--- src/rtl/rename_pkg.sv ---
// Shared types, widths and helpers for the register-rename stage.
package rename_pkg;

  localparam int RENAME_WIDTH      = 4;
  localparam int PHY_REG_ID_WIDTH  = 6;
  localparam int ARCH_REG_ID_WIDTH = 5;
  localparam int CNT_WIDTH         = $clog2(RENAME_WIDTH + 1);
  localparam int IDX_WIDTH         = $clog2(RENAME_WIDTH);

  // Slot order of the per-lane RAT read ports.
  localparam int SLOT_RS1 = 0;
  localparam int SLOT_RS2 = 1;
  localparam int SLOT_RD  = 2;

  typedef logic [PHY_REG_ID_WIDTH-1:0]  phy_id_t;
  typedef logic [ARCH_REG_ID_WIDTH-1:0] arch_id_t;
  typedef logic [CNT_WIDTH-1:0]         cnt_t;
  typedef logic [IDX_WIDTH-1:0]         idx_t;
  typedef logic [RENAME_WIDTH-1:0]      lane_mask_t;

  typedef struct packed {
    logic    valid;
    logic    rd_valid;
    phy_id_t rs1_phy;
    phy_id_t rs2_phy;
    phy_id_t rd_phy;
    phy_id_t old_rd_phy;
  } rename_lane_t;

  function automatic cnt_t popcount(input lane_mask_t v);
    cnt_t c = '0;
    for (int i = 0; i < RENAME_WIDTH; i++) c = c + cnt_t'(v[i]);
    return c;
  endfunction

  // Highest writing lane in `need` whose rd matches wins; x0 always maps to phy 0.
  function automatic phy_id_t resolve(input arch_id_t a, input phy_id_t rat_val,
                                      input lane_mask_t need,
                                      input arch_id_t [RENAME_WIDTH-1:0] rd,
                                      input phy_id_t [RENAME_WIDTH-1:0] new_id);
    phy_id_t r = rat_val;
    for (int j = 0; j < RENAME_WIDTH; j++) begin
      if (need[j] && rd[j] == a) r = new_id[j];
    end
    return (a == '0) ? '0 : r;
  endfunction

endpackage

--- src/rtl/rename_if.sv ---
// Decode, RAT and readreg signals of the rename stage; master is the rename side.
interface rename_if;
  import rename_pkg::*;

  lane_mask_t                     decode_rename_valid;
  lane_mask_t                     decode_rename_rd_valid;
  arch_id_t [RENAME_WIDTH-1:0]    decode_rename_rd;
  arch_id_t [RENAME_WIDTH-1:0]    decode_rename_rs1;
  arch_id_t [RENAME_WIDTH-1:0]    decode_rename_rs2;
  logic                           rename_decode_pop;

  phy_id_t  [RENAME_WIDTH-1:0]    rat_rename_new_phy_id;
  lane_mask_t                     rat_rename_new_phy_id_valid;
  phy_id_t  [RENAME_WIDTH-1:0]    rename_rat_phy_id;
  lane_mask_t                     rename_rat_phy_id_valid;
  arch_id_t [RENAME_WIDTH-1:0]    rename_rat_arch_id;
  logic                           rename_rat_map;
  arch_id_t [RENAME_WIDTH-1:0][2:0] rename_rat_read_arch_id;
  phy_id_t  [RENAME_WIDTH-1:0][2:0] rat_rename_read_phy_id;

  logic                           readreg_rename_stall;
  logic                           commit_feedback_flush;
  lane_mask_t                     rename_readreg_valid;
  lane_mask_t                     rename_readreg_rd_valid;
  phy_id_t  [RENAME_WIDTH-1:0]    rename_readreg_rs1_phy;
  phy_id_t  [RENAME_WIDTH-1:0]    rename_readreg_rs2_phy;
  phy_id_t  [RENAME_WIDTH-1:0]    rename_readreg_rd_phy;
  phy_id_t  [RENAME_WIDTH-1:0]    rename_readreg_old_rd_phy;

  modport master (
    input  decode_rename_valid, decode_rename_rd_valid, decode_rename_rd,
           decode_rename_rs1, decode_rename_rs2,
           rat_rename_new_phy_id, rat_rename_new_phy_id_valid, rat_rename_read_phy_id,
           readreg_rename_stall, commit_feedback_flush,
    output rename_decode_pop, rename_rat_phy_id, rename_rat_phy_id_valid,
           rename_rat_arch_id, rename_rat_map, rename_rat_read_arch_id,
           rename_readreg_valid, rename_readreg_rd_valid, rename_readreg_rs1_phy,
           rename_readreg_rs2_phy, rename_readreg_rd_phy, rename_readreg_old_rd_phy
  );

  modport slave (
    output decode_rename_valid, decode_rename_rd_valid, decode_rename_rd,
           decode_rename_rs1, decode_rename_rs2,
           rat_rename_new_phy_id, rat_rename_new_phy_id_valid, rat_rename_read_phy_id,
           readreg_rename_stall, commit_feedback_flush,
    input  rename_decode_pop, rename_rat_phy_id, rename_rat_phy_id_valid,
           rename_rat_arch_id, rename_rat_map, rename_rat_read_arch_id,
           rename_readreg_valid, rename_readreg_rd_valid, rename_readreg_rs1_phy,
           rename_readreg_rs2_phy, rename_readreg_rd_phy, rename_readreg_old_rd_phy
  );

endinterface

--- src/rtl/rename_bypass.sv ---
// Per-lane source/old-destination resolution with bypass from lower lanes of the group.
module rename_bypass
  import rename_pkg::*;
#(
  parameter int LANE = 0
) (
  input  arch_id_t                    rs1,
  input  arch_id_t                    rs2,
  input  arch_id_t                    rd,
  input  arch_id_t [RENAME_WIDTH-1:0] lane_rd,
  input  lane_mask_t                  lane_need,
  input  phy_id_t  [RENAME_WIDTH-1:0] lane_new_id,
  input  phy_id_t  [2:0]              rat_phy,
  output phy_id_t                     rs1_phy,
  output phy_id_t                     rs2_phy,
  output phy_id_t                     old_rd_phy
);

  // Only lanes older than this one may forward a fresh mapping.
  localparam lane_mask_t LOWER = lane_mask_t'((1 << LANE) - 1);

  lane_mask_t lower_need;
  assign lower_need = lane_need & LOWER;

  assign rs1_phy    = resolve(rs1, rat_phy[SLOT_RS1], lower_need, lane_rd, lane_new_id);
  assign rs2_phy    = resolve(rs2, rat_phy[SLOT_RS2], lower_need, lane_rd, lane_new_id);
  assign old_rd_phy = resolve(rd,  rat_phy[SLOT_RD],  lower_need, lane_rd, lane_new_id);

endmodule

--- src/rtl/rename.sv ---
// Rename stage: free-id allocation, all-or-nothing RAT commit and a stallable output register.
module rename
  import rename_pkg::*;
(
  input logic      clk,
  input logic      rst,
  rename_if.master bus
);

  lane_mask_t                  need;
  phy_id_t [RENAME_WIDTH-1:0]  new_id;
  phy_id_t [RENAME_WIDTH-1:0]  rs1_phy, rs2_phy, old_rd_phy;
  cnt_t                        need_cnt;
  cnt_t                        free_cnt;
  logic                        out_busy;
  logic                        accept;
  rename_lane_t [RENAME_WIDTH-1:0] lane_d, out_q;

  // Lane k takes the free id at index popcount(need[0..k-1]).
  // NOTE: every always_comb output gets a default first, so no path can infer a latch.
  always_comb begin
    need     = bus.decode_rename_valid & bus.decode_rename_rd_valid;
    new_id   = '0;
    need_cnt = '0;
    for (int i = 0; i < RENAME_WIDTH; i++) begin
      if (bus.decode_rename_rd[i] == '0) need[i] = 1'b0;
      new_id[i] = bus.rat_rename_new_phy_id[idx_t'(need_cnt)];
      need_cnt  = need_cnt + cnt_t'(need[i]);
    end
  end

  assign free_cnt = popcount(bus.rat_rename_new_phy_id_valid);
  assign out_busy = |bus.rename_readreg_valid;
  assign accept   = !rst && !bus.commit_feedback_flush && (|bus.decode_rename_valid) &&
                    (need_cnt <= free_cnt) && !(out_busy && bus.readreg_rename_stall);

  assign bus.rename_decode_pop = accept;
  assign bus.rename_rat_map    = accept;

  always_comb begin
    bus.rename_rat_phy_id       = new_id;
    bus.rename_rat_phy_id_valid = need;
    bus.rename_rat_arch_id      = bus.decode_rename_rd;
    bus.rename_rat_read_arch_id = '0;
    for (int i = 0; i < RENAME_WIDTH; i++) begin
      bus.rename_rat_read_arch_id[i][SLOT_RS1] = bus.decode_rename_rs1[i];
      bus.rename_rat_read_arch_id[i][SLOT_RS2] = bus.decode_rename_rs2[i];
      bus.rename_rat_read_arch_id[i][SLOT_RD]  = bus.decode_rename_rd[i];
    end
  end

  for (genvar i = 0; i < RENAME_WIDTH; i++) begin : g_lane
    rename_bypass #(.LANE(i)) u_bypass (
      .rs1        (bus.decode_rename_rs1[i]),
      .rs2        (bus.decode_rename_rs2[i]),
      .rd         (bus.decode_rename_rd[i]),
      .lane_rd    (bus.decode_rename_rd),
      .lane_need  (need),
      .lane_new_id(new_id),
      .rat_phy    (bus.rat_rename_read_phy_id[i]),
      .rs1_phy    (rs1_phy[i]),
      .rs2_phy    (rs2_phy[i]),
      .old_rd_phy (old_rd_phy[i])
    );
  end

  // Empty lanes and lanes without a real destination carry zero ids.
  always_comb begin
    lane_d = '0;
    for (int i = 0; i < RENAME_WIDTH; i++) begin
      if (bus.decode_rename_valid[i]) begin
        lane_d[i].valid      = 1'b1;
        lane_d[i].rd_valid   = need[i];
        lane_d[i].rs1_phy    = rs1_phy[i];
        lane_d[i].rs2_phy    = rs2_phy[i];
        lane_d[i].rd_phy     = need[i] ? new_id[i] : '0;
        lane_d[i].old_rd_phy = need[i] ? old_rd_phy[i] : '0;
      end
    end
  end

  // Priority: reset, flush, stall-hold, then load or drain.
  // NOTE: sequential state uses non-blocking assignments so every flop samples pre-edge values.
  always_ff @(posedge clk) begin
    if (rst || bus.commit_feedback_flush) begin
      out_q <= '0;
    end else if (!(out_busy && bus.readreg_rename_stall)) begin
      out_q <= accept ? lane_d : '0;
    end
  end

  always_comb begin
    bus.rename_readreg_valid      = '0;
    bus.rename_readreg_rd_valid   = '0;
    bus.rename_readreg_rs1_phy    = '0;
    bus.rename_readreg_rs2_phy    = '0;
    bus.rename_readreg_rd_phy     = '0;
    bus.rename_readreg_old_rd_phy = '0;
    for (int i = 0; i < RENAME_WIDTH; i++) begin
      bus.rename_readreg_valid[i]      = out_q[i].valid;
      bus.rename_readreg_rd_valid[i]   = out_q[i].rd_valid;
      bus.rename_readreg_rs1_phy[i]    = out_q[i].rs1_phy;
      bus.rename_readreg_rs2_phy[i]    = out_q[i].rs2_phy;
      bus.rename_readreg_rd_phy[i]     = out_q[i].rd_phy;
      bus.rename_readreg_old_rd_phy[i] = out_q[i].old_rd_phy;
    end
  end

endmodule

--- src/flat_wrapper.sv ---
// flat-port wrapper written by rule: the top's interface ports become plain ports
module rename_flat import rename_pkg::*;
  (clk, rst, bus_decode_rename_valid, bus_decode_rename_rd_valid, bus_decode_rename_rd, bus_decode_rename_rs1, bus_decode_rename_rs2, bus_rat_rename_new_phy_id, bus_rat_rename_new_phy_id_valid, bus_rat_rename_read_phy_id, bus_readreg_rename_stall, bus_commit_feedback_flush, bus_rename_decode_pop, bus_rename_rat_phy_id, bus_rename_rat_phy_id_valid, bus_rename_rat_arch_id, bus_rename_rat_map, bus_rename_rat_read_arch_id, bus_rename_readreg_valid, bus_rename_readreg_rd_valid, bus_rename_readreg_rs1_phy, bus_rename_readreg_rs2_phy, bus_rename_readreg_rd_phy, bus_rename_readreg_old_rd_phy);
  rename_if bus_i ();
  input logic clk;
  input logic rst;
  input wire logic [$bits(bus_i.decode_rename_valid)-1:0] bus_decode_rename_valid;
  input wire logic [$bits(bus_i.decode_rename_rd_valid)-1:0] bus_decode_rename_rd_valid;
  input wire logic [$bits(bus_i.decode_rename_rd)-1:0] bus_decode_rename_rd;
  input wire logic [$bits(bus_i.decode_rename_rs1)-1:0] bus_decode_rename_rs1;
  input wire logic [$bits(bus_i.decode_rename_rs2)-1:0] bus_decode_rename_rs2;
  input wire logic [$bits(bus_i.rat_rename_new_phy_id)-1:0] bus_rat_rename_new_phy_id;
  input wire logic [$bits(bus_i.rat_rename_new_phy_id_valid)-1:0] bus_rat_rename_new_phy_id_valid;
  input wire logic [$bits(bus_i.rat_rename_read_phy_id)-1:0] bus_rat_rename_read_phy_id;
  input wire logic [$bits(bus_i.readreg_rename_stall)-1:0] bus_readreg_rename_stall;
  input wire logic [$bits(bus_i.commit_feedback_flush)-1:0] bus_commit_feedback_flush;
  output wire logic [$bits(bus_i.rename_decode_pop)-1:0] bus_rename_decode_pop;
  output wire logic [$bits(bus_i.rename_rat_phy_id)-1:0] bus_rename_rat_phy_id;
  output wire logic [$bits(bus_i.rename_rat_phy_id_valid)-1:0] bus_rename_rat_phy_id_valid;
  output wire logic [$bits(bus_i.rename_rat_arch_id)-1:0] bus_rename_rat_arch_id;
  output wire logic [$bits(bus_i.rename_rat_map)-1:0] bus_rename_rat_map;
  output wire logic [$bits(bus_i.rename_rat_read_arch_id)-1:0] bus_rename_rat_read_arch_id;
  output wire logic [$bits(bus_i.rename_readreg_valid)-1:0] bus_rename_readreg_valid;
  output wire logic [$bits(bus_i.rename_readreg_rd_valid)-1:0] bus_rename_readreg_rd_valid;
  output wire logic [$bits(bus_i.rename_readreg_rs1_phy)-1:0] bus_rename_readreg_rs1_phy;
  output wire logic [$bits(bus_i.rename_readreg_rs2_phy)-1:0] bus_rename_readreg_rs2_phy;
  output wire logic [$bits(bus_i.rename_readreg_rd_phy)-1:0] bus_rename_readreg_rd_phy;
  output wire logic [$bits(bus_i.rename_readreg_old_rd_phy)-1:0] bus_rename_readreg_old_rd_phy;
  assign bus_i.decode_rename_valid = bus_decode_rename_valid;
  assign bus_i.decode_rename_rd_valid = bus_decode_rename_rd_valid;
  assign bus_i.decode_rename_rd = bus_decode_rename_rd;
  assign bus_i.decode_rename_rs1 = bus_decode_rename_rs1;
  assign bus_i.decode_rename_rs2 = bus_decode_rename_rs2;
  assign bus_i.rat_rename_new_phy_id = bus_rat_rename_new_phy_id;
  assign bus_i.rat_rename_new_phy_id_valid = bus_rat_rename_new_phy_id_valid;
  assign bus_i.rat_rename_read_phy_id = bus_rat_rename_read_phy_id;
  assign bus_i.readreg_rename_stall = bus_readreg_rename_stall;
  assign bus_i.commit_feedback_flush = bus_commit_feedback_flush;
  assign bus_rename_decode_pop = bus_i.rename_decode_pop;
  assign bus_rename_rat_phy_id = bus_i.rename_rat_phy_id;
  assign bus_rename_rat_phy_id_valid = bus_i.rename_rat_phy_id_valid;
  assign bus_rename_rat_arch_id = bus_i.rename_rat_arch_id;
  assign bus_rename_rat_map = bus_i.rename_rat_map;
  assign bus_rename_rat_read_arch_id = bus_i.rename_rat_read_arch_id;
  assign bus_rename_readreg_valid = bus_i.rename_readreg_valid;
  assign bus_rename_readreg_rd_valid = bus_i.rename_readreg_rd_valid;
  assign bus_rename_readreg_rs1_phy = bus_i.rename_readreg_rs1_phy;
  assign bus_rename_readreg_rs2_phy = bus_i.rename_readreg_rs2_phy;
  assign bus_rename_readreg_rd_phy = bus_i.rename_readreg_rd_phy;
  assign bus_rename_readreg_old_rd_phy = bus_i.rename_readreg_old_rd_phy;
  rename u_core (.clk(clk), .rst(rst), .bus(bus_i));
endmodule
--- config.mk ---
export PLATFORM = sky130hd
export DESIGN_NAME = rename_flat
export DESIGN_NICKNAME = d
export VERILOG_FILES = /design/src/rtl/rename_pkg.sv /design/src/rtl/rename_if.sv /design/src/rtl/rename_bypass.sv /design/src/rtl/rename.sv /design/src/flat_wrapper.sv
export SDC_FILE = /design/constraint.sdc
export NUM_CORES = 1
export LEC_CHECK = 0
export ABC_AREA = 0
export CELL_PAD_IN_SITES_DETAIL_PLACEMENT = 1
export CELL_PAD_IN_SITES_GLOBAL_PLACEMENT = 2
export CORE_MARGIN = 2
export CORE_UTILIZATION = 22
export CTS_BUF_LIST = sky130_fd_sc_hd__clkbuf_16
export DETAILED_ROUTE_END_ITERATION = 8
export PLACE_DENSITY = 0.86
export SYNTH_ARGS = -nofsm -noshare
export SYNTH_HDL_FRONTEND = slang
export SYNTH_SLANG_ARGS = --single-unit
--- constraint.sdc ---
create_clock -name clk -period 7.25 [get_ports clk]
set_input_delay 1.45 -clock clk [delete_from_list [all_inputs] [get_ports clk]]
set_output_delay 1.45 -clock clk [all_outputs]
set_load 0.01 [all_outputs]
==> out/qor.yml, run 1 <==
postSynthRegisterBits: 104
arrival_ns: 5.56
global_route_met1_usage: 0.264
cts_num_sinks: 104
ys_async_sr_fraction: 0
drv.max_cap_violation_count: 0
post-cts-setup-buffer-count: 0
crit_fanout: 4
power.static_leakage_nw: 4.31
die_x_um: 189
finalHoldViolations: 0
finalSetupViolations: 0
cp-start-kind: "primary input"
finalSetupTns_ns: 0
grt-busiest-layer: "met2"
global_route_wire_length_before_repair_mm: 54.7
criticalPathCategory: "primary input to primary output"
path_cells: "clkdlybuf4s50_1 > or4_1 > o211ai_2 > inv_2 > xnor2_4 > xnor2_1 > ha_1 > fa_1 > ha_1 > nor2b_1 > o21ai_0 > a32oi_2 > nor2_1 > clkdlybuf4s50_1"
finish.utilization: 0.343
detailedRoute.firstIterationViolations: 355
ctsResizeCount: 0
postSynthCellCount: 910
drt_pass1_iterations: 5
synth_top_cells_by_area: "sky130_fd_sc_hd__dfxtp_1 28%, sky130_fd_sc_hd__buf_4 8.9%, sky130_fd_sc_hd__mux2i_1 6.4%"
power_density_mw_per_mm2: 142
post_synth_edffs: 0
num_cts_buffers: 9
pin_slew_with_the_least_headroom_to_its_limit_ns: 1.07
finalWirelength_mm: 37.7
finalWorstPathRequiredPeriod_ns: 7.01
grt_setup_unrepaired: "no"
cp_slowest_stage_delay_ns: 0.60
synthDistinctLibCells: 55
vdd_ir_drop_max_v: 0.000101
design_area_mm2: 0.0115
drive_above_1_share: 0.0780
placedCellCount: 1626
placementRows: 67
cts-root-buf: "sky130_fd_sc_hd__clkbuf_16"
grt_antenna_before_repair: 2
core_mm2: 0.0336
drt-vias-per-instance: 4.85
crit_family: "buffers and inverters"
fmax_mhz: 143
fin_crit_sh: 0.967
grt.met3_usage: 0.0430
avgSynthCellArea_um2: 8.28
cts.reportedPaths.clkPinSlew_ns: 0.07
ant_nets: 0
design.portCount: 386
mappedNetlistArea_mm2: 0.00753
postSynthNetCount: 1091
synth_area_leader_cell: "sky130_fd_sc_hd__dfxtp_1"
yosys_warnings: 0
slew_headroom: 0.279
design.die.area_mm2: 0.0357
routedWlPerCell_um: 23.0
final.hold.worst_slack_ns: 0.457
cts_buffer_depth: 2
place.gp.congestion: 0.808
first_global_vias: 8296
synthToLayoutAreaGrowth_pct: 53.1
synth_top_flop_cell: "sky130_fd_sc_hd__dfxtp_1"
worst-endpoint-required_ns: 5.80
layout.cells.non_filler: 1642
crit_path_end_kind: "primary output"
largest_net_degree_at_the_start_of_global_routing: 65
maximum_level_of_the_cts_h_tree: 3
die_h_um: 189
grtUsageTotal: 0.204
timing_max_transition_violations_final: 0
post_dp_cell_area_mm2: 0.0113
use_met2: 0.345
min_path_type: "flip-flop to flip-flop"
clock_tree_from_tritoncts: "built"
cts_hold_buf: 0
post_route_drc_violation_count: 0
buf_inv_stages_crit_path: 3
place.port_buffers: 385
status: "finished clean"
grt_overflow_total: 0
nets: 1370
slowest_stage: "sky130_fd_sc_hd__clkdlybuf4s50_1"
clkLatencyLatePin_ns: 0.36
finalClockSkew_ns: 0.0153
share_of_the_synthesized_area_in_the_top_cell_type: 0.276
detailroute.via_count: 7969
timing.reg2reg.setup_slack_ns: 4.26
post-dp-hpwl_mm: 29.2
synth-seq-area-share: 0.276
start_util: 0.224
sequential cells by signal, summed over array words and instances, names as in the netlist:
| name | cells |
|---|---|
| u_core.bus.rename_readreg_rs1_phy | 24 |
| u_core.bus.rename_readreg_rd_phy | 24 |
| u_core.bus.rename_readreg_rs2_phy | 24 |
| u_core.bus.rename_readreg_rd_valid | 4 |
| u_core.bus.rename_readreg_old_rd_phy | 24 |
| u_core.bus.rename_readreg_valid | 4 |
cells by family (layout without fill, tap and decap cells):
kind of cell,after synthesis,in the layout,synth area share
flip-flops,104,104,0.276
AND/OR/NAND/NOR,307,307,0.201
adder cells (fa/ha/maj),9,9,0.0169
buffers and inverters,173,456,0.140
other,0,1,0
multiplexers,63,63,0.0862
XOR/XNOR,92,92,0.109
AO/OA/AOI/OAI,162,162,0.170
cells in the final DEF, fill, tap and decap left out, types with 3 or more instances in the layout:
cell type | synthesis | routed
sky130_fd_sc_hd__clkdlybuf4s50_1 | 0 | 385
sky130_fd_sc_hd__nor2_1 | 106 | 106
sky130_fd_sc_hd__dfxtp_1 | 104 | 104
sky130_fd_sc_hd__nand2_1 | 55 | 55
sky130_fd_sc_hd__xor2_1 | 54 | 54
sky130_fd_sc_hd__mux2i_1 | 48 | 48
sky130_fd_sc_hd__nor3_1 | 49 | 46
sky130_fd_sc_hd__a21oi_1 | 38 | 38
sky130_fd_sc_hd__xnor2_1 | 37 | 37
sky130_fd_sc_hd__buf_4 | 89 | 34
sky130_fd_sc_hd__a22oi_1 | 30 | 30
sky130_fd_sc_hd__or3_1 | 25 | 25
sky130_fd_sc_hd__o221ai_1 | 21 | 21
sky130_fd_sc_hd__inv_1 | 17 | 18
sky130_fd_sc_hd__a22o_1 | 16 | 16
sky130_fd_sc_hd__mux2_2 | 15 | 15
sky130_fd_sc_hd__nand2b_1 | 13 | 13
sky130_fd_sc_hd__nand4_1 | 13 | 13
sky130_fd_sc_hd__a32oi_1 | 14 | 13
sky130_fd_sc_hd__nand3_1 | 12 | 12
sky130_fd_sc_hd__or4_1 | 9 | 9
sky130_fd_sc_hd__clkbuf_16 | 0 | 9
sky130_fd_sc_hd__a32o_1 | 7 | 7
sky130_fd_sc_hd__o31ai_1 | 7 | 7
sky130_fd_sc_hd__ha_1 | 7 | 7
sky130_fd_sc_hd__o311ai_0 | 6 | 6
sky130_fd_sc_hd__nand4_2 | 6 | 6
sky130_fd_sc_hd__a2bb2oi_1 | 6 | 6
sky130_fd_sc_hd__o211ai_1 | 5 | 5
sky130_fd_sc_hd__inv_2 | 4 | 4
sky130_fd_sc_hd__o221ai_2 | 4 | 4
sky130_fd_sc_hd__and3_1 | 4 | 4
sky130_fd_sc_hd__nor3_2 | 0 | 3
worst paths after layout:
| path | startpoint | to | cells past startpoint |
|---|---|---|---|
| setup / recovery | bus_decode_rename_rd[6] | bus_rename_rat_map | 14 |
| hold / removal | u_core.bus.rename_readreg_rs1_phy[9] | u_core.bus.rename_readreg_rs1_phy[9] | 2 |
| setup reg to reg | u_core.bus.rename_readreg_valid[0] | u_core.bus.rename_readreg_rs2_phy[14] | 6 |
| hold reg to reg | u_core.bus.rename_readreg_rs1_phy[9] | u_core.bus.rename_readreg_rs1_phy[9] | 2 |
cell type report:
| type | count | area (um2) |
|---|---|---|
| Antenna cell | 1 | 2.50 |
| Clock buffer | 9 | 225 |
| Clock inverter | 6 | 45.0 |
| Fill cell | 3895 | 22100 |
| Inverter | 22 | 85.1 |
| Multi-Input combinational cell | 633 | 4430 |
| Sequential cell | 104 | 2080 |
| Tap cell | 448 | 561 |
| Timing Repair Buffer | 419 | 4110 |
cell usage after synthesis (3+ instances only):
| library cell | count |
|---|---|
| sky130_fd_sc_hd__nor2_1 | 106 |
| sky130_fd_sc_hd__o221ai_2 | 4 |
| sky130_fd_sc_hd__buf_6 | 8 |
| sky130_fd_sc_hd__a21oi_1 | 38 |
| sky130_fd_sc_hd__nand2b_1 | 13 |
| sky130_fd_sc_hd__inv_1 | 17 |
| sky130_fd_sc_hd__nand4_2 | 6 |
| sky130_fd_sc_hd__clkbuf_1 | 42 |
| sky130_fd_sc_hd__o211ai_1 | 5 |
| sky130_fd_sc_hd__nand3_1 | 12 |
| sky130_fd_sc_hd__a32oi_1 | 14 |
| sky130_fd_sc_hd__and3_1 | 4 |
| sky130_fd_sc_hd__nor4_1 | 3 |
| sky130_fd_sc_hd__nand2_1 | 55 |
| sky130_fd_sc_hd__nand4_1 | 13 |
| sky130_fd_sc_hd__a2bb2oi_1 | 6 |
| sky130_fd_sc_hd__xnor2_1 | 37 |
| sky130_fd_sc_hd__o221ai_1 | 21 |
| sky130_fd_sc_hd__mux2i_1 | 48 |
| sky130_fd_sc_hd__inv_2 | 4 |
| sky130_fd_sc_hd__buf_4 | 89 |
| sky130_fd_sc_hd__a22o_1 | 16 |
| sky130_fd_sc_hd__nor3_1 | 49 |
| sky130_fd_sc_hd__or4_1 | 9 |
| sky130_fd_sc_hd__a32o_1 | 7 |
| sky130_fd_sc_hd__o31ai_1 | 7 |
| sky130_fd_sc_hd__buf_2 | 10 |
| sky130_fd_sc_hd__dfxtp_1 | 104 |
| sky130_fd_sc_hd__or3_1 | 25 |
| sky130_fd_sc_hd__mux2_2 | 15 |
| sky130_fd_sc_hd__o311ai_0 | 6 |
| sky130_fd_sc_hd__ha_1 | 7 |
| sky130_fd_sc_hd__xor2_1 | 54 |
| sky130_fd_sc_hd__a22oi_1 | 30 |
worst reg2reg max path, stage by stage (launching register included):
cell and delay (ns):
sky130_fd_sc_hd__dfxtp_1 0.33, sky130_fd_sc_hd__o41a_2 0.55, sky130_fd_sc_hd__buf_4 0.37, sky130_fd_sc_hd__nor2_1 0.34
sky130_fd_sc_hd__nand3_1 0.40, sky130_fd_sc_hd__a21oi_1 0.73, sky130_fd_sc_hd__a22o_1 0.22
metal layers:
| layer | vias up | share of wire |
|---|---|---|
| met5 | - | 0 |
| met4 | 0 | 0.023 |
| li1 | 3722 | - |
| met2 | 278 | 0.47 |
| met3 | 44 | 0.063 |
| met1 | 3925 | 0.44 |
per-stage QoR:
stage | total power [mW] | setup WS (ns)
3_3_place_gp | 1.15 | 0.219
5_1_grt | 1.71 | 0.0369
3_5_place_dp | 1.16 | 0.148
2_1_floorplan | 0.877 | 0.917
4_1_cts | 1.65 | 0.136
6_report | 1.63 | 0.237
power by group:
group	total [mW]	internal, mW	switching (mW)
Combinational	0.561	0.270	0.291
Sequential	0.591	0.584	0.00731
Clock	0.481	0.234	0.247
Total	1.63	1.09	0.545
Power figures use the tool's default switching activity.
==> run 2: changes to the inputs <==
--- a/config.mk
+++ b/config.mk
@@ -5,11 +5,11 @@
 export SDC_FILE = /design/constraint.sdc
 export NUM_CORES = 1
 export LEC_CHECK = 0
-export ABC_AREA = 0
+export ABC_AREA = 1
 export CELL_PAD_IN_SITES_DETAIL_PLACEMENT = 1
 export CELL_PAD_IN_SITES_GLOBAL_PLACEMENT = 2
 export CORE_MARGIN = 2
-export CORE_UTILIZATION = 22
+export CORE_UTILIZATION = 21
 export CTS_BUF_LIST = sky130_fd_sc_hd__clkbuf_16
 export DETAILED_ROUTE_END_ITERATION = 8
 export PLACE_DENSITY = 0.86
==> out/qor.yml, run 2 <==
power.static_leakage_nw: 4.53  # was 4.31 nW
avgSynthCellArea_um2: 6.69  # was 8.28 um2
status: "finished clean"  # unchanged
grt_antenna_before_repair: 1  # was 2
timing_max_transition_violations_final: 0  # unchanged
layout.cells.most_common: "sky130_fd_sc_hd__clkdlybuf4s50_1"  # unchanged
postSynthNetCount: 1373  # was 1091
drt_pass1_iterations: 4  # was 5
criticalPathCategory: "primary input to primary output"  # unchanged
cts-root-buf: "sky130_fd_sc_hd__clkbuf_16"  # unchanged
cp-start-kind: "primary input"  # unchanged
drive_above_1_share: 0.0745  # was 0.0780
timing.rr.end: "u_core.bus.rename_readreg_rs2_phy[15]"  # was u_core.bus.rename_readreg_rs2_phy[14]
postSynthRegisterBits: 104  # unchanged
power_density_mw_per_mm2: 135  # was 142 mW/mm2
post-cts-setup-buffer-count: 0  # unchanged
timing.reg2reg.setup_slack_ns: 4.38  # was 4.26 ns
synth-seq-area-share: 0.261  # was 0.276
nets: 1653  # was 1370
placementRows: 71  # was 67
design_area_mm2: 0.0120  # was 0.0115 mm2
fmax_mhz: 147  # was 143 MHz
post-dp-hpwl_mm: 32.3  # was 29.2 mm
clock_tree_from_tritoncts: "built"  # unchanged
core_mm2: 0.0375  # was 0.0336 mm2
die_h_um: 199  # was 189 um
cts_num_sinks: 104  # unchanged
maximum_level_of_the_cts_h_tree: 3  # unchanged
place.port_buffers: 385  # unchanged
finalSetupViolations: 0  # unchanged
crit_fanout: 13  # was 4
num_cts_buffers: 9  # unchanged
clkLatencyLatePin_ns: 0.39  # was 0.36 ns
synth_area_leader_cell: "sky130_fd_sc_hd__dfxtp_1"  # unchanged
finalSetupTns_ns: 0  # unchanged
post-synth-top-count-cell: "sky130_fd_sc_hd__nand2_1"  # was sky130_fd_sc_hd__nor2_1
slew_headroom: 0.287  # was 0.279
finalHoldViolations: 0  # unchanged
synth_top_cells_by_area: "sky130_fd_sc_hd__dfxtp_1 26%, sky130_fd_sc_hd__nand2_1 16%, sky130_fd_sc_hd__buf_4 8.9%"  # was sky130_fd_sc_hd__dfxtp_1 28%, sky130_fd_sc_hd__buf_4 8.9%, sky130_fd_sc_hd__mux2i_1 6.4%
fillCellCount: 4674  # was 3895
postSynthCellCount: 1192  # was 910
commonest_cells_in_the_netlist: "330 x sky130_fd_sc_hd__nand2_1, 118 x sky130_fd_sc_hd__nand3_1, 109 x sky130_fd_sc_hd__a21oi_1"  # was 106 x sky130_fd_sc_hd__nor2_1, 104 x sky130_fd_sc_hd__dfxtp_1, 89 x sky130_fd_sc_hd__buf_4
vdd_ir_drop_max_v: 0.000111  # was 0.000101 V
design.die.area_mm2: 0.0395  # was 0.0357 mm2
synth_top_flop_cell: "sky130_fd_sc_hd__dfxtp_1"  # unchanged
cts_buffer_depth: 2  # unchanged
synthDistinctLibCells: 49  # was 55
arrival_ns: 5.34  # was 5.56 ns
finalWorstPathRequiredPeriod_ns: 6.79  # was 7.01 ns
crit_path_end_kind: "primary output"  # unchanged
post_dp_cell_area_mm2: 0.0117  # was 0.0113 mm2
detailedRoute.firstIterationViolations: 367  # was 355
cts.reportedPaths.clkPinSlew_ns: 0.07  # about the same
final_cell_mix: "385 x sky130_fd_sc_hd__clkdlybuf4s50_1, 330 x sky130_fd_sc_hd__nand2_1, 118 x sky130_fd_sc_hd__nand3_1, 109 x sky130_fd_sc_hd__a21oi_1, 104 x sky130_fd_sc_hd__dfxtp_1"  # was 385 x sky130_fd_sc_hd__clkdlybuf4s50_1, 106 x sky130_fd_sc_hd__nor2_1, 104 x sky130_fd_sc_hd__dfxtp_1, 55 x sky130_fd_sc_hd__nand2_1, 54 x sky130_fd_sc_hd__xor2_1
fin_crit_sh: 0.936  # was 0.967
yosys_warnings: 0  # unchanged
finalClockSkew_ns: 0.0166  # was 0.0153 ns
place.gp.congestion: 0.862  # was 0.808
post_synth_edffs: 0  # unchanged
ant_nets: 0  # unchanged
drv.max_cap_violation_count: 0  # unchanged
drt-vias-per-instance: 4.42  # was 4.85
min_path_type: "flip-flop to flip-flop"  # unchanged
global_route_wire_length_before_repair_mm: 58.1  # was 54.7 mm
grt_setup_unrepaired: "no"  # unchanged
r2r_cells: 8  # was 6
start_util: 0.213  # was 0.224
routedWlPerCell_um: 20.4  # was 23.0 um
first_global_vias: 9062  # was 8296
worst-endpoint-required_ns: 5.80  # about the same
die_x_um: 199  # was 189 um
cts_hold_buf: 0  # unchanged
synthToLayoutAreaGrowth_pct: 50.3  # was 53.1%
finalWirelength_mm: 40.5  # was 37.7 mm
grt_overflow_total: 0  # unchanged
crit_path_start: "bus_decode_rename_valid[1]"  # was bus_decode_rename_rd[6]
ys_async_sr_fraction: 0  # unchanged
grtUsageTotal: 0.202  # was 0.204
ctsResizeCount: 0  # unchanged
pin_slew_with_the_least_headroom_to_its_limit_ns: 1.07  # about the same
design.portCount: 386  # unchanged
share_of_the_synthesized_area_in_the_top_cell_type: 0.261  # was 0.276
mappedNetlistArea_mm2: 0.00797  # was 0.00753 mm2
post_route_drc_violation_count: 0  # unchanged
crit_end: "bus_rename_decode_pop"  # was bus_rename_rat_map
largest_net_degree_at_the_start_of_global_routing: 87  # was 65
worstReg2RegStart: "u_core.bus.rename_readreg_valid[2]"  # was u_core.bus.rename_readreg_valid[0]
detailroute.via_count: 8794  # was 7969
[run 2: critical path: stages]
cell                              delay [ns]
sky130_fd_sc_hd__clkdlybuf4s50_1        0.57
sky130_fd_sc_hd__nand2_1                0.12
sky130_fd_sc_hd__inv_1                  0.16
sky130_fd_sc_hd__nand2_8                0.12
sky130_fd_sc_hd__inv_4                  0.13
sky130_fd_sc_hd__nand2_4                0.07
sky130_fd_sc_hd__nand2_1                0.07
sky130_fd_sc_hd__nand2_2                0.16
sky130_fd_sc_hd__nand2_2                0.24
sky130_fd_sc_hd__inv_1                  0.07
sky130_fd_sc_hd__ha_1                   0.20
sky130_fd_sc_hd__fa_1                   0.44
sky130_fd_sc_hd__ha_1                   0.32
sky130_fd_sc_hd__a21o_1                 0.16
sky130_fd_sc_hd__o21ai_0                0.13
sky130_fd_sc_hd__nand2_1                0.11
sky130_fd_sc_hd__inv_2                  0.19
sky130_fd_sc_hd__clkdlybuf4s50_1        0.60
[run 2: cell type report]
type / instances / area, um2 / area share
flip-flops and latches: 104 / 2080 / 0.174
inverters: 78 / 304 / 0.0254
diodes: 3 / 7.51 / 0.000627
clock buffers: 9 / 225 / 0.0188
repair buffers: 416 / 4090 / 0.341
well taps: 511 / 639 / 0.0534
multi-input cells: 863 / 4590 / 0.383
clock inverters: 7 / 47.5 / 0.00397
[run 2: logic make-up after synthesis]
| family | Yosys count | share of synthesized area |
|---|---|---|
| and+or+nand+nor | 599 | 0.338 |
| adders and majority gates | 9 | 0.0160 |
| buffers and inverters | 225 | 0.165 |
| DFF | 104 | 0.261 |
| xor gates and xnor gates | 89 | 0.0978 |
| AOI/OAI and AO/OA | 166 | 0.123 |
[run 2: how the worst min path moves through the flow]
stage | endpoint | start | depth (start not counted) | slack, ns
after floorplan | u_core.bus.rename_readreg_rs2_phy[10] | u_core.bus.rename_readreg_rs2_phy[10] | 2 | 0.49
after global placement | u_core.bus.rename_readreg_rs2_phy[3] | u_core.bus.rename_readreg_rs2_phy[3] | 2 | 0.45
after detailed placement | u_core.bus.rename_readreg_rd_phy[4] | u_core.bus.rename_readreg_rd_phy[4] | 2 | 0.45
after CTS | u_core.bus.rename_readreg_rd_phy[4] | u_core.bus.rename_readreg_rd_phy[4] | 2 | 0.47
after global routing | u_core.bus.rename_readreg_old_rd_phy[0] | u_core.bus.rename_readreg_old_rd_phy[0] | 2 | 0.49
final | u_core.bus.rename_readreg_rd_phy[4] | u_core.bus.rename_readreg_rd_phy[4] | 2 | 0.46
[run 2: per-stage QoR]
step            util  hold WS (ns)  total power [mW]  instances  setup WS [ns]
2_1_floorplan      -         0.488             0.872       1192           1.80
5_1_grt        0.319         0.487              1.71       1989          0.159
6_report       0.320         0.462              1.62       1991          0.463
3_3_place_gp   0.312         0.453              1.13       1972          0.452
3_5_place_dp   0.312         0.455              1.14       1972          0.460
4_1_cts        0.319         0.466              1.65       1988          0.439
[run 2: where the power goes]
part           internal (mW)  leakage, nW  switching [mW]
logic                  0.250         3.56           0.290
registers              0.577        0.838         0.00360
clock network          0.234        0.132           0.269
[run 2: layer usage]
metal	wire (um)	track usage	vias to the layer above
li1	-	-	4292
met4	570	0.0500	0
met5	0	0	-
met1	18300	0.256	4188
met2	19600	0.354	284
met3	2090	0.0326	30
